`src/rtl/soc_reset_sequencer.sv`:
```
// Board-level reset sequencer: synchronizes/debounces the button and PLL lock, then releases
// peripheral and CPU resets in two timed stages. Optional watchdog restart under RST_SEQ_WDT_EN.
module soc_reset_sequencer #(
    parameter int unsigned DEBOUNCE_CYCLES = 256,
    parameter int unsigned STAGE_CYCLES    = 16,
    parameter int unsigned WDT_CYCLES      = 32'd1 << 20
) (
    input  logic       clock_i,
    input  logic       reset_n_i,
    input  logic       btn_in_i,
    input  logic       pll_lock_i,
    input  logic       wdt_kick_i,
    output logic       periph_reset_o,
    output logic       cpu_reset_o,
    output logic       busy_o,
    output logic [1:0] last_cause_o,
    output logic [7:0] reset_count_o
);

    localparam int unsigned DB_W  = $clog2(DEBOUNCE_CYCLES);
    localparam int unsigned STG_W = (STAGE_CYCLES > 1) ? $clog2(STAGE_CYCLES) : 1;
    localparam logic [DB_W-1:0]  DB_LAST  = DB_W'(DEBOUNCE_CYCLES - 1);
    localparam logic [STG_W-1:0] STG_LAST = STG_W'(STAGE_CYCLES - 1);

    localparam logic [1:0] CAUSE_BTN = 2'd1;
    localparam logic [1:0] CAUSE_PLL = 2'd2;
    localparam logic [1:0] CAUSE_WDT = 2'd3;

    typedef enum logic [1:0] {
        ST_HOLD,
        ST_PERIPH,
        ST_CPU_WAIT,
        ST_RUN
    } state_e;

    state_e            state_q, state_d;
    logic [1:0]        btn_sync_q, lock_sync_q;
    logic              btn_s, lock_s;
    logic [DB_W-1:0]   db_cnt_q, db_cnt_d;
    logic              btn_db_q, btn_db_d, btn_db_prev_q;
    logic              btn_rise;
    logic [STG_W-1:0]  stg_cnt_q, stg_cnt_d;
    logic [1:0]        cause_q, cause_d;
    logic [7:0]        count_q, count_d;
    logic              periph_reset_q, periph_reset_d;
    logic              cpu_reset_q, cpu_reset_d;
    logic              busy_q, busy_d;
    logic              wdt_expire;
    logic              trig;
    logic [1:0]        trig_cause;

    assign btn_s    = btn_sync_q[1];
    assign lock_s   = lock_sync_q[1];
    assign btn_rise = btn_db_q & ~btn_db_prev_q;

    // Debounce: count how long btn_s has disagreed with the accepted level.
    always_comb begin
        db_cnt_d = '0;
        btn_db_d = btn_db_q;
        if (btn_s != btn_db_q) begin
            if (db_cnt_q == DB_LAST) begin
                btn_db_d = btn_s;
            end else begin
                db_cnt_d = db_cnt_q + DB_W'(1);
            end
        end
    end

`ifdef RST_SEQ_WDT_EN
    localparam int unsigned WDT_W = (WDT_CYCLES > 1) ? $clog2(WDT_CYCLES) : 1;
    localparam logic [WDT_W-1:0] WDT_LAST = WDT_W'(WDT_CYCLES - 1);

    logic [WDT_W-1:0] wdt_q, wdt_d;

    // A kick on the expiry cycle suppresses the trigger.
    assign wdt_expire = (state_q == ST_RUN) && (wdt_q == WDT_LAST) && !wdt_kick_i;

    always_comb begin
        wdt_d = wdt_q + WDT_W'(1);
        if ((state_q != ST_RUN) || (state_d != ST_RUN) || wdt_kick_i) begin
            wdt_d = '0;
        end
    end

    always_ff @(posedge clock_i or negedge reset_n_i) begin
        if (!reset_n_i) begin
            wdt_q <= '0;
        end else begin
            wdt_q <= wdt_d;
        end
    end
`else
    logic [32:0] unused_wdt;

    assign wdt_expire = 1'b0;
    assign unused_wdt = {wdt_kick_i, 32'(WDT_CYCLES)};
`endif

    assign trig       = !lock_s || wdt_expire || btn_rise;
    assign trig_cause = !lock_s ? CAUSE_PLL : (wdt_expire ? CAUSE_WDT : CAUSE_BTN);

    always_comb begin
        state_d   = state_q;
        stg_cnt_d = '0;
        cause_d   = cause_q;
        count_d   = count_q;
        case (state_q)
            ST_HOLD: begin
                if (lock_s && !btn_db_q) state_d = ST_PERIPH;
            end
            ST_PERIPH: begin
                if (stg_cnt_q == STG_LAST) state_d = ST_CPU_WAIT;
                else stg_cnt_d = stg_cnt_q + STG_W'(1);
            end
            ST_CPU_WAIT: begin
                if (stg_cnt_q == STG_LAST) state_d = ST_RUN;
                else stg_cnt_d = stg_cnt_q + STG_W'(1);
            end
            ST_RUN: begin
                state_d = ST_RUN;
            end
            default: state_d = ST_HOLD;
        endcase
        // Restart triggers override the normal progression outside HOLD.
        if ((state_q != ST_HOLD) && trig) begin
            state_d = ST_HOLD;
            cause_d = trig_cause;
            if ((state_q == ST_RUN) && (count_q != 8'hFF)) begin
                count_d = count_q + 8'd1;
            end
        end
        if (state_d != state_q) stg_cnt_d = '0;

        periph_reset_d = (state_d == ST_HOLD) || (state_d == ST_PERIPH);
        cpu_reset_d    = (state_d != ST_RUN);
        busy_d         = (state_d != ST_RUN);
    end

    always_ff @(posedge clock_i or negedge reset_n_i) begin
        if (!reset_n_i) begin
            btn_sync_q     <= '0;
            lock_sync_q    <= '0;
            db_cnt_q       <= '0;
            btn_db_q       <= 1'b0;
            btn_db_prev_q  <= 1'b0;
            state_q        <= ST_HOLD;
            stg_cnt_q      <= '0;
            cause_q        <= 2'd0;
            count_q        <= 8'd0;
            periph_reset_q <= 1'b1;
            cpu_reset_q    <= 1'b1;
            busy_q         <= 1'b1;
        end else begin
            btn_sync_q     <= {btn_sync_q[0], btn_in_i};
            lock_sync_q    <= {lock_sync_q[0], pll_lock_i};
            db_cnt_q       <= db_cnt_d;
            btn_db_q       <= btn_db_d;
            btn_db_prev_q  <= btn_db_q;
            state_q        <= state_d;
            stg_cnt_q      <= stg_cnt_d;
            cause_q        <= cause_d;
            count_q        <= count_d;
            periph_reset_q <= periph_reset_d;
            cpu_reset_q    <= cpu_reset_d;
            busy_q         <= busy_d;
        end
    end

    assign periph_reset_o = periph_reset_q;
    assign cpu_reset_o    = cpu_reset_q;
    assign busy_o         = busy_q;
    assign last_cause_o   = cause_q;
    assign reset_count_o  = count_q;

endmodule

```
`config.mk`:
```
export PLATFORM = sky130hd
export DESIGN_NAME = soc_reset_sequencer
export DESIGN_NICKNAME = d
export VERILOG_FILES = /design/src/rtl/soc_reset_sequencer.sv
export SDC_FILE = /design/constraint.sdc
export NUM_CORES = 1
export LEC_CHECK = 0
export ABC_CLOCK_PERIOD_IN_PS = 1980
export BUFFER_PORTS_ARGS = -buffer_cell sky130_fd_sc_hd__buf_2
export CORE_MARGIN = 2
export CORE_UTILIZATION = 56
export DETAILED_ROUTE_END_ITERATION = 12
export GPL_ROUTABILITY_DRIVEN = 0
export PLACE_DENSITY = 0.86
export SYNTH_ARGS = -nofsm -noshare
export SYNTH_HDL_FRONTEND = slang
export SYNTH_SLANG_ARGS = --single-unit
```
`constraint.sdc`:
```
create_clock -name clock_i -period 1.98 [get_ports clock_i]
set_clock_uncertainty 0.05 [all_clocks]
set_input_delay 0.396 -clock clock_i [delete_from_list [all_inputs] [get_ports clock_i]]
set_output_delay 0.396 -clock clock_i [all_outputs]
set_load 0.005 [all_outputs]
```
==> flow_summary.json, run 1 <==
{
  "status": "complete, no violations",
  "wl_per_cell_um": 13.25,
  "layout_common_cells": "30 x dfrtp_1, 16 x buf_2, 10 x nand2_1",
  "arrival_ns": 2.04,
  "worst_slew_pin_slew_ns": 0.6771,
  "setup_viol": 0,
  "post-place-ws_ns": -0.02130,
  "crit_slowest_cell": "dfrtp_1",
  "antenna_cells": 0,
  "cp_max_fo": 5,
  "p_per_area_mw_per_mm2": 1187,
  "worstPathRequired_ns": 2.15,
  "cts_max_level": 2,
  "die_x_um": 54.89,
  "area_growth_pct": 16.74,
  "postCtsHoldBufs": 0,
  "post-route-period-util_pct": 94.41,
  "start_util_pct": 59.07,
  "slew_viol_final": 0,
  "nNetsFinal": 163,
  "synth_cell_types": 29,
  "hpwlAfterDp_mm": 1.738,
  "synth_area_leaders": "dfrtp_1 52%, ha_1 6.9%, xnor2_1 6.0%",
  "synthAdderAreaFrac_pct": 6.903,
  "ios": 18,
  "cts_max_path_buffers": 2,
  "crit_path_start_kind": "flop",
  "vdd_ir_drop_max_uv": 905.5,
  "yosys_warnings": 0,
  "die_y_um": 54.89,
  "worst-path-buf-inv": 1,
  "synth_seq_cells": 32,
  "synth_edf_count": 0,
  "worst-setup-path-type": "flop to flop",
  "std_cell_rows": 18,
  "wl_mm": 2.385,
  "cpLargestDelayFamily": "simple AND/OR/NAND/NOR gates",
  "clk_pin_slew_ns": 0.09,
  "synthXorXnorAreaFrac_pct": 9.664,
  "synthCells": 123,
  "final_common_cell": "dfrtp_1",
  "totalPowerFinal_w": 0.002009,
  "drc": 0,
  "routed-via-count": 979,
  "drv_cap": 0,
  "ys.flop_type": "dfrtp_1",
  "synth_top_family_by_area": "simple AND/OR/NAND/NOR gates",
  "final-hold-violation-count": 0,
  "fill_cells": 184,
  "cts.sinks": 32,
  "hp-class": "input port to async pin",
  "avgSynthCellArea_um2": 11.79,
  "cts_tree": "built",
  "max_freq_ghz": 0.5350,
  "cts_buffers": 5,
  "syn_nets": 136,
  "grt_setup_unrepaired": "false",
  "grt_pass1_wl_mm": 3.760,
  "yosys.area_share.simple_pct": 17.34,
  "dieArea_mm2": 0.003012,
  "grt_max_degree": 33,
  "dp_cells": 170,
  "finalNonFillerCells": 180,
  "synth.top_cell.area_share_pct": 51.77,
  "worst_setup_path_end_kind": "flop",
  "numPortBuffers": 16,
  "p_leak_nw": 0.8058,
  "cp_cell_sequence": "inv_2, ha_4, and4b_1, and2_1, o21ai_1, o311ai_2, nor4_2",
  "fin_crit_ns": 1.869,
  "ys_seq_area_share_pct": 55.39,
  "antenna_found_initial": 0,
  "cts-root-buf": "clkbuf_4",
  "syn-cell-area_mm2": 0.001450,
  "clock_latency_ns": 0.32,
  "core_mm2": 0.002455,
  "synth_top_area_cell": "dfrtp_1",
  "placed_cell_area_mm2": 0.001575,
  "initialDrtViolationCount": 5,
  "fin_area_mm2": 0.001693,
  "synthMuxAreaShare_pct": 2.330,
  "grt.total_usage_pct": 18.34,
  "first_pass_iters": 4,
  "grt_pass1_vias": 920,
  "slowest_delay_ns": 0.40,
  "grt-ovfl-total": 0,
  "async_reset_ff_share_pct": 100.0,
  "drive_above_1_share_pct": 28.67,
  "setup_ws_ns": 0.1107,
  "synth_compound_area_share_pct": 6.816,
  "slew_headroom_pct": 54.86,
  "viasPerCell": 5.439,
  "drtAntennaViolNets": 0
}
[flip-flops by register name, indices dropped and copies added (netlist names)]
name,count
btn_db_q,1
db_cnt_q,8
btn_sync_q,2
state_q,2
busy_o,1
stg_cnt_q,4
last_cause_o,2
reset_count_o,8
btn_db_prev_q,1
periph_reset_o,1
lock_sync_q,2
[final timing paths]
| path | startpoint | to | slack (ns) | depth (start not counted) |
|---|---|---|---|---|
| hold / removal | reset_n_i | db_cnt_q[2]$_DFF_PN0_ | 0.05 | 1 |
| hold reg to reg | btn_sync_q[0]$_DFF_PN0_ | btn_sync_q[1]$_DFF_PN0_ | 0.31 | 0 |
| setup reg to reg | state_q[1]$_DFF_PN0_ | stg_cnt_q[0]$_DFF_PN0_ | 0.11 | 7 |
| min in group clock_i | btn_in_i | btn_sync_q[0]$_DFF_PN0_ | 0.13 | 1 |
| setup / recovery | state_q[1]$_DFF_PN0_ | stg_cnt_q[0]$_DFF_PN0_ | 0.11 | 7 |
| max in group asynchronous | reset_n_i | last_cause_o[0]$_DFFE_PN0P_ | 1.39 | 1 |
[what timing repair did]
item | 4_1_cts | 5_1_grt
buffers inserted | 0 | 3
resized for setup | 1 | 7
pin swaps | 0 | 4
cloned | 0 | 0
endpoints found under the setup margin | 4 | 4
[cell families (layout without fill, tap and decap cells)]
logic type | after synthesis | count (layout)
and+or+nand+nor | 48 | 48
DFF | 32 | 32
xor gates and xnor gates | 16 | 16
AOI/OAI and AO/OA | 11 | 11
adders and majority gates | 8 | 8
buffers and inverters | 5 | 32
muxes | 3 | 3
[synth_stat cells, drive strengths merged, types with 2 or more instances]
cell type	number
and3	3
mux2	3
ha	8
xnor2	10
o21ai	4
inv	4
nand2b	2
nor2	9
nor3	6
nor3b	3
dfrtp	30
nand4	3
and2	2
nand2	10
nand3	6
dfstp	2
xor2	6
a21oi	3
[worst register-to-register path, cell delays in order (launching register included)]
cell	delay, ns
dfrtp_1	0.40
inv_2	0.14
ha_4	0.18
and4b_1	0.23
and2_1	0.18
o21ai_1	0.14
o311ai_2	0.15
nor4_2	0.31
[routing by layer]
metal,share of wire [%],vias to the layer above,GRT usage [%]
met5,0,-,0
met4,1.9,0,10.00
met3,4.6,7,5.738
met2,51,20,30.56
met1,42,475,20.71
li1,-,477,-
[power breakdown]
| group | total, W | leakage [nW] | internal, W | switching (W) |
|---|---|---|---|---|
| Combinational | 0.000747 | 0.351 | 0.000381 | 0.000366 |
| Sequential | 0.000866 | 0.417 | 0.000778 | 0.0000874 |
| Clock | 0.000396 | 0.0374 | 0.000201 | 0.000195 |
| Total | 0.00201 | 0.806 | 0.00136 | 0.000648 |
[final cells by class]
type / instances / area [um^2] / share of cell area (%)
Clock buffer: 7 / 65.06 / 3.843
Inverter: 4 / 15.01 / 0.8869
Multi-Input combinational cell: 86 / 654.4 / 38.65
Sequential cell: 32 / 803.3 / 47.45
Tap cell: 30 / 37.54 / 2.217
Timing Repair Buffer: 21 / 117.6 / 6.948
[per-stage QoR]
step                      util, %  hold slack [ns]  setup TNS (ns)
after floorplan                 -          0.05041               0
after global placement      64.17           0.2834               0
after detailed placement    64.17           0.2982        -0.02130
after CTS                   67.13          0.07105               0
after global routing        68.96           0.1041               0
final                       68.96          0.05428               0
Note: power is estimated with default switching activity, not from simulation.
==> inputs of run 2 (changes only) <==
HOLD_SLACK_MARGIN = 0.1   (was unset)
==> run 2 against run 1 <==
  * Via count grew 0.20%
  * Wire length increased by 0.29%
  * Final area grew 0.59%
  * Sequential power about the same
  * Non-clock buffer count increased by 1
==> flow_summary.json, run 2 (synthesis results as in run 1) <==
{
  "cp_max_fo": 5,
  "post-route-period-util_pct": 94.41,
  "core_mm2": 0.002455,
  "p_per_area_mw_per_mm2": 1181,
  "grt-ovfl-total": 0,
  "slew_headroom_pct": 54.74,
  "grt_setup_unrepaired": "false",
  "hpwlAfterDp_mm": 1.738,
  "area_growth_pct": 17.43,
  "ios": 18,
  "numPortBuffers": 16,
  "cts.sinks": 32,
  "initialDrtViolationCount": 5,
  "start_util_pct": 59.07,
  "worst_setup_path_end_kind": "flop",
  "antenna_cells": 0,
  "cts_max_level": 2,
  "worstPathRequired_ns": 2.15,
  "setup_ws_ns": 0.1107,
  "final-hold-violation-count": 0,
  "cts_buffers": 5,
  "clk_pin_slew_ns": 0.09,
  "drv_cap": 0,
  "status": "complete, no violations",
  "nNetsFinal": 164,
  "vdd_ir_drop_max_uv": 905.7,
  "clock_latency_ns": 0.32,
  "antenna_found_initial": 0,
  "dieArea_mm2": 0.003012,
  "routed-via-count": 981,
  "totalPowerFinal_w": 0.002010,
  "max_freq_ghz": 0.5350,
  "final_common_cell": "dfrtp_1",
  "r2r_setup_slack_ns": 0.11,
  "die_x_um": 54.89,
  "grt_pass1_vias": 920,
  "hp-class": "input port to flop",
  "drc": 0,
  "cts-root-buf": "clkbuf_4",
  "drtAntennaViolNets": 0,
  "die_y_um": 54.89,
  "cts_tree": "built",
  "first_pass_iters": 4,
  "worst_slew_pin_slew_ns": 0.6789,
  "grt_max_degree": 33,
  "arrival_ns": 2.04,
  "drive_above_1_share_pct": 28.48,
  "crit_path_start_kind": "flop",
  "viasPerCell": 5.420,
  "cts_max_path_buffers": 2,
  "setup_viol": 0,
  "wl_per_cell_um": 13.22,
  "grt_pass1_wl_mm": 3.760,
  "slew_viol_final": 0,
  "fin_crit_ns": 1.869,
  "worst-setup-path-type": "flop to flop",
  "layout_common_cells": "30 x dfrtp_1, 16 x buf_2, 10 x nand2_1",
  "wl_mm": 2.392,
  "post-place-ws_ns": -0.02130,
  "grt.total_usage_pct": 18.34,
  "std_cell_rows": 18,
  "p_leak_nw": 0.8099
}
[run 2: layer usage]
layer,up-vias,global-route usage [%],wire length [um]
met1,475,20.71,1007
met4,0,10.00,45
met3,7,5.738,109
li1,479,-,-
met5,-,0,0
met2,20,30.56,1229
[run 2: final timing paths]
| kind | startpoint | to | cells past startpoint |
|---|---|---|---|
| min | btn_in_i | btn_sync_q[0]$_DFF_PN0_ | 1 |
| max | state_q[1]$_DFF_PN0_ | stg_cnt_q[0]$_DFF_PN0_ | 7 |
| max reg2reg | state_q[1]$_DFF_PN0_ | stg_cnt_q[0]$_DFF_PN0_ | 7 |
| min in group asynchronous | reset_n_i | db_cnt_q[2]$_DFF_PN0_ | 2 |
| min reg2reg | btn_sync_q[0]$_DFF_PN0_ | btn_sync_q[1]$_DFF_PN0_ | 0 |
| max in group asynchronous | reset_n_i | last_cause_o[0]$_DFFE_PN0P_ | 2 |
[run 2: critical path: stages, from the launching register on]
cell and delay, ns:
dfrtp_1 0.40, inv_2 0.14, ha_4 0.18, and4b_1 0.23
and2_1 0.18, o21ai_1 0.14, o311ai_2 0.15, nor4_2 0.31
[run 2: timing repair]
item | in CTS | in global routing
gates cloned | 0 | 0
hold endpoints to repair | 30 | 0
gates resized for setup | 1 | 7
setup endpoints to repair | 4 | 4
pin swaps | 0 | 4
hold buffers | 1 | 0
buffers inserted | 0 | 3
[run 2: area by class of cell]
class / count / area (um^2)
Inverter: 4 / 15.01
Timing Repair Buffer: 22 / 127.6
Sequential cell: 32 / 803.3
Multi-Input combinational cell: 86 / 654.4
Tap cell: 30 / 37.54
Fill cell: 183 / 752.0
Clock buffer: 7 / 65.06
[run 2: power breakdown]
part           internal (W)  switching [W]  leakage (nW)
logic              0.000383       0.000366         0.356
registers          0.000778      0.0000874         0.417
clock network      0.000201       0.000195        0.0374
total               0.00136       0.000648         0.810
[run 2: per-stage QoR]
step | util [%] | cells | area (um^2) | TNS, ns | hold WS (ns)
after global placement | 64.17 | 170 | 1575 | 0 | 0.2834
after detailed placement | 64.17 | 170 | 1575 | -0.02130 | 0.2982
final | 69.37 | 181 | 1703 | 0 | 0.1293
after global routing | 69.37 | 181 | 1703 | 0 | 0.1083
after floorplan | - | 123 | 1450 | 0 | 0.05041
after CTS | 67.53 | 178 | 1658 | 0 | 0.1137
==> inputs of run 3 (changes only) <==
CORE_UTILIZATION = 45   (was 56)
PLACE_DENSITY = 0.73   (was 0.86)
==> run 3 against run 2 <==
  * Die area rose by 23%
  * Critical path depth increased by 1
  * Clock power is 26% higher
  * Cell count is 11% higher
  * Worst setup slack got worse by 0.053 ns
  * Final area is 4.8% higher
  * Count of clock-buffer cells in the layout decreased by 2
  * Critical path type unchanged
  * Register-to-register slack got worse by 0.05 ns
  * Power rose by 8.2%
  * Fmax fell by 2.7%
  * Combinational power is 8.1% higher
  * Wire length grew 8.1%
==> flow_summary.json, run 3 (synthesis results as in run 1) <==
{
  "status": "complete, no violations",
  "wl_mm": 2.586,
  "initialDrtViolationCount": 21,
  "totalPowerFinal_w": 0.002176,
  "arrival_ns": 2.12,
  "crit_path_frequent_cell": "buf_4",
  "hold_start": "btn_in_i",
  "post-route-period-util_pct": 97.07,
  "antenna_cells": 0,
  "worst_setup_path_end_kind": "flop",
  "cts.sinks": 32,
  "slowest_delay_ns": 0.42,
  "hold_path_depth": 1,
  "crit_slowest_cell": "dfrtp_1",
  "start_util_pct": 47.50,
  "cp_max_fo": 7,
  "ios": 18,
  "finalNonFillerCells": 201,
  "dieArea_mm2": 0.003692,
  "hpwlAfterDp_mm": 1.747,
  "layout_common_cells": "30 x dfrtp_1, 16 x buf_2, 10 x nand2_1",
  "die_y_um": 60.77,
  "worstPathRequired_ns": 2.18,
  "routed-via-count": 1045,
  "drive_above_1_share_pct": 30.57,
  "post-route-util_pct": 58.44,
  "hp-class": "input port to flop",
  "crit_path_start_kind": "flop",
  "grt.total_usage_pct": 16.86,
  "area_growth_pct": 23.04,
  "cp_cell_sequence": "inv_1, buf_4, ha_2, a21oi_4, buf_4, a221oi_4, xnor2_2, nor4_2",
  "p_leak_nw": 0.8428,
  "clk_pin_slew_ns": 0.11,
  "core_mm2": 0.003053,
  "die_x_um": 60.77,
  "drtAntennaViolNets": 0,
  "cts_max_level": 2,
  "rr_worst_depth": 8,
  "dp_cells": 185,
  "hold_end": "btn_sync_q[0]$_DFF_PN0_",
  "cts-root-buf": "clkbuf_4",
  "slew_viol_final": 0,
  "grt_setup_unrepaired": "true",
  "final_common_cell": "dfrtp_1",
  "worst_slew_pin_slew_ns": 0.6845,
  "wl_per_cell_um": 12.87,
  "grt_max_degree": 33,
  "cts_tree": "built",
  "cts_max_path_buffers": 2,
  "fill_cells": 275,
  "nNetsFinal": 169,
  "antenna_found_initial": 0,
  "worst-path-buf-inv": 3,
  "p_per_area_mw_per_mm2": 1219,
  "drv_cap": 0,
  "final-hold-violation-count": 0,
  "setup_viol": 0,
  "slew_headroom_pct": 54.37,
  "grt-ovfl-total": 0,
  "cts_buffers": 5,
  "viasPerCell": 5.199,
  "max_freq_ghz": 0.5203,
  "numPortBuffers": 16,
  "cpLargestDelayFamily": "flip-flops",
  "r2r_setup_slack_ns": 0.06,
  "r2r-start": "state_q[1]$_DFF_PN0_",
  "worst-setup-path-type": "flop to flop",
  "drc": 0,
  "fin_crit_ns": 1.922,
  "grt_pass1_vias": 1037,
  "clock_latency_ns": 0.34,
  "first_pass_iters": 4,
  "vdd_ir_drop_max_uv": 574.1,
  "grt_pass1_wl_mm": 4.471,
  "std_cell_rows": 20,
  "reg2reg_to": "stg_cnt_q[0]$_DFF_PN0_"
}
-- run 3: cell types whose count changed in the layout (fill, tap and decap cells not counted), moves of 2 or more --
cell	delta
buf_4	+4
clkbuf_8	-2
inv_1	+2
inv_2	-2
-- run 3: worst max-delay path by stage --
| stage | from | end | slack (ns) | cells after the start |
|---|---|---|---|---|
| final | state_q[1]$_DFF_PN0_ | stg_cnt_q[0]$_DFF_PN0_ | 0.06 | 8 |
| after global routing | state_q[1]$_DFF_PN0_ | stg_cnt_q[0]$_DFF_PN0_ | -0.05 | 8 |
| after CTS | state_q[1]$_DFF_PN0_ | reset_count_o[7]$_DFFE_PN0P_ | 0.03 | 7 |
| after detailed placement | state_q[0]$_DFF_PN0_ | stg_cnt_q[3]$_DFF_PN0_ | -0.007 | 6 |
| after global placement | state_q[0]$_DFF_PN0_ | stg_cnt_q[3]$_DFF_PN0_ | 0.08 | 6 |
| after floorplan | state_q[1]$_DFF_PN0_ | stg_cnt_q[3]$_DFF_PN0_ | 0.19 | 6 |
-- run 3: stage by stage --
step | setup WS, ns | hold WS, ns | TNS (ns) | area (um^2)
2_1_floorplan | 0.1854 | 0.05041 | 0 | 1450
3_3_place_gp | 0.08370 | 0.2842 | 0 | 1600
3_5_place_dp | -0.006597 | 0.2944 | -0.006597 | 1600
4_1_cts | 0.03436 | 0.1028 | 0 | 1708
5_1_grt | -0.04959 | 0.1033 | -0.08025 | 1784
6_report | 0.05797 | 0.1142 | 0 | 1784
-- run 3: area by class of cell --
| type | count | area [um^2] | area share, % |
|---|---|---|---|
| clock buffer | 5 | 37.54 | 2.104 |
| inverter | 4 | 15.01 | 0.8415 |
| tap | 44 | 55.05 | 3.086 |
| timing repair buffer | 27 | 167.7 | 9.397 |
| multi-input combinational | 86 | 663.1 | 37.17 |
| sequential | 32 | 803.3 | 45.02 |
| clock inverter | 3 | 42.54 | 2.384 |
-- run 3: report_power, final --
group          internal [W]  switching (W)
combinational      0.000411       0.000399
clock              0.000263       0.000234
sequential         0.000778      0.0000903
-- run 3: routing by layer --
metal,vias to the layer above,routed length [um],track usage [%]
li1,489,-,-
met1,522,1138,21.51
met2,28,1286,25.96
met3,6,109,4.478
met4,0,51,9.627
met5,-,0,0
-- run 3: what timing repair did --
action,4_1_cts,5_1_grt
setup buffers,0,6
hold endpoints to repair,31,0
pin swaps,0,1
endpoints found under the setup margin,2,6
hold buffers,2,0
gates resized for setup,1,7
